[config.mk]
export PLATFORM = sky130hd
export DESIGN_NAME = invsort_ctrl
export DESIGN_NICKNAME = d
export VERILOG_FILES = /design/src/rtl/invsort_ctrl_pkg.sv /design/src/rtl/invsort_credit.sv /design/src/rtl/invsort_ctrl.sv
export SDC_FILE = /design/constraint.sdc
export NUM_CORES = 1
export LEC_CHECK = 0
export CAP_MARGIN = 20
export CORE_MARGIN = 3
export CORE_UTILIZATION = 61
export CTS_CLUSTER_SIZE = 12
export DETAILED_ROUTE_END_ITERATION = 8
export DONT_BUFFER_PORTS = 1
export PLACE_DENSITY = 0.77
export SYNTH_ARGS = -nofsm -noshare
export SYNTH_HDL_FRONTEND = slang
export SYNTH_HIERARCHICAL = 1
export SYNTH_SLANG_ARGS = --single-unit
[constraint.sdc]
create_clock -name clk -period 3.25 [get_ports clk]
set_input_delay 0.4875 -clock clk [delete_from_list [all_inputs] [get_ports clk]]
set_output_delay 0.4875 -clock clk [all_outputs]
set_load 0.02 [all_outputs]
[src/rtl/invsort_ctrl_pkg.sv]
// Shared types and constants for the inverse-sort issue path.
// Latency: n/a (types and constants only).
// Backpressure: n/a.
package invsort_ctrl_pkg;

   typedef logic [3:0] ql_t;

   localparam ql_t QL_RUN    = 4'd13;  // run token, passed through unchanged
   localparam ql_t QL_NULL   = 4'd14;  // lane tied to zero/invalid
   localparam int  NUM_LANES = 14;     // legal select codes are 0..NUM_LANES-1
   localparam int  NUM_SLOTS = 8;      // selects per group

   typedef enum logic [1:0] {
      RUN,
      DRAIN,
      ETOK
   } ctrl_state_t;

   // Codes 0..12 pick a lane and 13 is the run token; anything above is illegal.
   function automatic logic ql_illegal(input ql_t q);
      return q >= ql_t'(NUM_LANES);
   endfunction

endpackage

[src/rtl/invsort_credit.sv]
// Credit counter for a downstream FIFO: starts full, consume takes one, ret gives one back.
// Latency: credit updates on the edge after consume/ret; ovf is combinational from the current inputs.
// Backpressure: caller must not consume at zero; a return at full holds the count and raises ovf.
// Ports: clk, rst (sync, active-high), consume, ret, credit (current count), ovf (return at full).
module invsort_credit #(
   parameter int DEPTH = 8
) (
   input  logic                         clk,
   input  logic                         rst,
   input  logic                         consume,
   input  logic                         ret,
   output logic [$clog2(DEPTH+1)-1:0]   credit,
   output logic                         ovf
);

   localparam int CW = $clog2(DEPTH + 1);

   logic [CW-1:0] credit_q;
   logic [CW-1:0] credit_d;

   always_comb begin
      credit_d = credit_q;
      ovf      = 1'b0;
      // A simultaneous consume and return cancel out.
      if (consume && !ret) begin
         if (credit_q != '0) begin
            credit_d = credit_q - 1'b1;
         end
      end else if (ret && !consume) begin
         if (credit_q == CW'(DEPTH)) begin
            ovf = 1'b1;
         end else begin
            credit_d = credit_q + 1'b1;
         end
      end
   end

   always_ff @(posedge clk) begin
      if (rst) begin
         credit_q <= CW'(DEPTH);
      end else begin
         credit_q <= credit_d;
      end
   end

   assign credit = credit_q;

endmodule

[src/rtl/invsort_ctrl.sv]
// Issue controller for the inverse-sort datapath: registers group selects, meters them against
// downstream FIFO credits and sequences the end-of-tile drain and end token.
// Latency: selects appear one cycle after accept; the end token lands LAT+2 cycles after the last group's accept.
// Backpressure: s_ready is a pure register decode (RUN and credit available); the datapath itself never stalls.
// Ports: clk/rst; s_valid/s_ready/s_ql/s_last upstream; d_pop credit return;
//        o_ql/o_et to datapath; o_credit, o_grp_cnt, o_err status.
module invsort_ctrl
   import invsort_ctrl_pkg::*;
#(
   parameter int DEPTH = 8,
   parameter int LAT   = 2,
   parameter int NULLQ = QL_NULL
) (
   input  logic                         clk,
   input  logic                         rst,
   input  logic                         s_valid,
   output logic                         s_ready,
   input  logic [3:0]                   s_ql [1:NUM_SLOTS],
   input  logic                         s_last,
   input  logic                         d_pop,
   output logic [3:0]                   o_ql [1:NUM_SLOTS],
   output logic                         o_et,
   output logic [$clog2(DEPTH+1)-1:0]   o_credit,
   output logic [15:0]                  o_grp_cnt,
   output logic [1:0]                   o_err
);

   localparam int DW = (LAT > 0) ? $clog2(LAT + 1) : 1;

   ctrl_state_t   state_q, state_d;
   logic [DW-1:0] drain_q, drain_d;
   ql_t           ql_q [1:NUM_SLOTS];
   ql_t           ql_d [1:NUM_SLOTS];
   logic          et_q, et_d;
   logic [15:0]   grp_q, grp_d;
   logic [1:0]    err_q, err_d;

   logic          accept;
   logic          tok_fire;
   logic          illegal;
   logic          consume;
   logic          ovf;
   logic [$clog2(DEPTH+1)-1:0] credit;

   invsort_credit #(.DEPTH(DEPTH)) u_credit (
      .clk     (clk),
      .rst     (rst),
      .consume (consume),
      .ret     (d_pop),
      .credit  (credit),
      .ovf     (ovf)
   );

   assign s_ready = (state_q == RUN) && (credit != '0);
   assign accept  = s_valid && s_ready;
   assign consume = accept || tok_fire;

   always_comb begin
      state_d  = state_q;
      drain_d  = drain_q;
      et_d     = 1'b0;
      grp_d    = grp_q;
      tok_fire = 1'b0;
      illegal  = 1'b0;
      for (int i = 1; i <= NUM_SLOTS; i++) begin
         ql_d[i] = ql_t'(NULLQ);
      end

      // Selects are only live for the single cycle after an accept.
      if (accept) begin
         grp_d = grp_q + 16'd1;
         for (int i = 1; i <= NUM_SLOTS; i++) begin
            if (ql_illegal(s_ql[i])) begin
               illegal = 1'b1;
            end else begin
               ql_d[i] = s_ql[i];
            end
         end
      end

      case (state_q)
         RUN: begin
            if (accept && s_last) begin
               state_d = DRAIN;
               drain_d = DW'(LAT);
            end
         end
         DRAIN: begin
            if (drain_q != '0) begin
               drain_d = drain_q - 1'b1;
            end
            // Leave when the count reaches zero this cycle so that the token
            // registers exactly LAT cycles after the last group's selects.
            if (drain_q <= DW'(1)) begin
               state_d = ETOK;
            end
         end
         ETOK: begin
            if (credit != '0) begin
               et_d     = 1'b1;
               tok_fire = 1'b1;
               grp_d    = '0;
               state_d  = RUN;
            end
         end
         default: state_d = RUN;
      endcase

      err_d = err_q | {ovf, illegal};
   end

   always_ff @(posedge clk) begin
      if (rst) begin
         state_q <= RUN;
         drain_q <= '0;
         et_q    <= 1'b0;
         grp_q   <= '0;
         err_q   <= '0;
         for (int i = 1; i <= NUM_SLOTS; i++) begin
            ql_q[i] <= ql_t'(NULLQ);
         end
      end else begin
         state_q <= state_d;
         drain_q <= drain_d;
         et_q    <= et_d;
         grp_q   <= grp_d;
         err_q   <= err_d;
         for (int i = 1; i <= NUM_SLOTS; i++) begin
            ql_q[i] <= ql_d[i];
         end
      end
   end

   assign o_ql      = ql_q;
   assign o_et      = et_q;
   assign o_credit  = credit;
   assign o_grp_cnt = grp_q;
   assign o_err     = err_q;

endmodule

==> impl_metrics.yaml <==
run_status:
  status: "finished clean"
critical_path:
  cp-endpoint: "u_credit/credit[2]"
  critPathArrivalTime_ns: 3.19
  worst-r2r-setup-slack_ns: 0.34
  reg2reg_depth: 9
  cpMostUsedCell: "ha_1"
  worstSetupStartpoint: "u_credit/credit[3]"
  crit_chain: "nor4_2, nor3_1, ha_1, xor2_1, ha_1, a21oi_1, xnor2_1, a211o_1, nand2_1"
  r2r_start: "u_credit/credit[3]"
  worst_path_max_delay_cell: "nor4_2"
  cp.required_ns: 3.53
  worst-path-buf-inv: 0
  r2r_end: "u_credit/credit[2]"
  cp_top_family: "simple AND/OR/NAND/NOR gates"
  crit_cells: 9
  worstSetupPathType: "flop to flop"
  critical_path_peak_fanout: 10
  start_kind: "flop"
  max_stage_delay_ns: 0.79
  critPathCaptureType: "flop"
global_route:
  grt_pass1_vias: 1784
  grt_pass1_wl_mm: 7.82
  antenna_found_initial: 0
  grt_max_degree: 35
  grt_usage_pct: 23.1
  overflow: 0
finish:
  diodes: 0
  post-route-util_pct: 72.9
  finalNetCount: 296
  post-route-cell-area_sq_um: 2570
  drive_above_1_share_pct: 8.17
  area_growth_pct: 8.63
routing:
  drtIter0Drc: 111
  wl_per_cell_microns: 17.2
  drc: 0
  vias: 1838
  drtAntennaViolNets: 0
  drt_pass1_iterations: 5
  routed_wl_mm: 5.21
  drt-vias-per-instance: 6.07
power_and_ir_drop:
  finalPower_mw: 1.81
  power_leakage_nw: 0.963
  peakVddDrop_uv: 420
  power_density_nw_per_um2: 704
cts:
  clkLatencyLatePin_ns: 0.34
  cts_buffers: 9
  cts.sinks: 59
  holdBufCountCts: 0
  post_cts_resized: 0
  cts_post_setup_buffers_inserted: 0
  clockRootBuffer: "clkbuf_8"
  clkTransAtPathRegs_ns: 0.07
  cts_max_level: 3
  clk_path_buf_depth: 2
  cts_tree: "yes"
floorplanning:
  ioPinCount: 93
  die_x_microns: 68.2
  core-area_sq_um: 3520
  start_util_pct: 67.1
  die_area_sq_um: 4660
  die_h_microns: 68.2
  rows: 21
sta:
  max_clock_freq_ghz: 0.344
  finalCriticalPeriod_ns: 2.91
  max_slew.worst_pin.slew_ns: 0.807
  fin_crit_sh_pct: 89.5
  rsz0062_at_grt: "false"
  setup_tns_ns: 0
  final_hold_viol_count: 0
  setup_viol: 0
  fin_ws_ns: 0.343
  maxSlewHeadroom_pct: 45.8
  clock_skew_ns: 0.00628
  drv_slew: 0
logic_synthesis:
  syn_inst: 249
  yosysTopAreaCellShare_pct: 50.0
  ys_top_cells_by_count: "59 x dfxtp_1, 21 x nand2b_1, 17 x nor2_1"
  yosys-top-cells-area: "dfxtp_1 50%, nand2b_1 5.6%, ha_1 3.7%, a21oi_1 3.2%, nand3_1 3.0%"
  synth_fp_nets: 293
  yosysMostFrequentCell: "dfxtp_1"
  yosys.area.top_type: "dfxtp_1"
  synth-edff-count: 0
  synthArstFlopShare_pct: 0
  ys_warn_count: 6
  synth-seq-cells: 59
  synthesis.area_sq_um: 2360
  yosysSeqAreaShare_pct: 50.0
  netlist-cell-type-count: 42
  synthFlopType: "dfxtp_1"
  syn_avg_cell_area_sq_um: 9.49
place:
  hpwl_mm: 3.88
  portBuffers: 0
  dp_worst_setup_slack_ns: 0.371
  placed_cell_area_sq_um: 2390
  gp_congestion: 0.847
job:
  maxCapViolCount: 0
min_path:
  min_path_type: "primary input to flop"
  min_path_cells: 1
## cell usage in the layout, fill, tap and decap left out, types with 2 or more instances in the layout
master    Yosys  final
xor2_1        3      3
xnor2_1       4      4
nor3b_1       3      3
clkbuf_8      0      9
or3_1         8      8
o21ai_0       9      9
a21oi_1      15     15
inv_1         9      9
nand2_1      10     10
nand4_1       8      8
and3_1        9      9
dfxtp_1      59     59
mux2i_1       2      2
ha_1          7      7
a221oi_1      2      2
or4_1         3      3
or2b_1        5      5
nor3_1        5      5
nand4b_1      2      2
nand3_1      14     14
and4_1        3      3
nand2b_1     21     21
a21o_1        2      2
inv_6         0      2
nor4_1        3      2
nor2_1       17     17
a211o_1       2      2
nor4_2        2      3
clkinv_2      0      2
clkinv_4      0      2
## worst register-to-register path, cell delays in order, from the launching register on
cell and delay (ns):
dfxtp_1 0.45, nor4_2 0.79, nor3_1 0.22, ha_1 0.37, xor2_1 0.20, ha_1 0.21, a21oi_1 0.14, xnor2_1 0.11
a211o_1 0.30, nand2_1 0.06
## sequential cells by signal, indices dropped and copies added (netlist names)
register and flops:
o_ql 32, u_credit/credit 4, drain_q 2, o_grp_cnt 16, o_err 2, o_et 1
state_q 2
## final cells by class
class	instances	area (sq um)
clock buffer	9	124
clock inverter	7	52.6
fill	264	955
inverter	9	33.8
multi-input combinational	172	1110
sequential	59	1180
tap	46	57.6
timing repair buffer	1	7.51
## how the worst min path moves through the flow
stage	slack [ns]	endpoint	from
5_1_grt	0.20	u_credit/credit[1]	rst
4_1_cts	0.20	u_credit/credit[1]	rst
6_report	0.21	u_credit/credit[1]	rst
3_5_place_dp	0.54	state_q[0]	drain_q[1]
2_1_floorplan	0.52	state_q[0]	drain_q[1]
3_3_place_gp	0.53	state_q[0]	drain_q[1]
## kinds of logic (layout without fill, tap and decap cells)
logic type / count (synthesis) / count (layout) / share of synthesized area [%]
AO/OA/AOI/OAI: 37 / 37 / 9.64
adder cells (fa/ha/maj): 7 / 7 / 3.71
AND/OR/NAND/NOR: 119 / 119 / 29.9
buffers and inverters: 18 / 26 / 3.28
flip-flops: 59 / 59 / 50.0
XOR/XNOR: 7 / 7 / 2.60
multiplexers: 2 / 2 / 0.847
## per-stage QoR
stage,hold WS [ns],instances
floorplan,0.518,249
global placement,0.525,287
detailed placement,0.544,287
CTS,0.199,303
global route,0.202,303
finish,0.212,303
## report_power, final
part | switching, mW | internal, mW | leakage (nW) | total, mW
registers | 0.164 | 0.795 | 0.482 | 0.959
clock network | 0.303 | 0.281 | 0.0900 | 0.584
logic | 0.153 | 0.111 | 0.392 | 0.264
total | 0.620 | 1.19 | 0.963 | 1.81
## per-layer routing
layer,wire length [microns],GRT usage [%]
met2,2670,41.4
met4,54,7.44
met5,0,0
met3,546,11.8
met1,1950,23.0
Note: power is estimated with default switching activity, not from simulation.
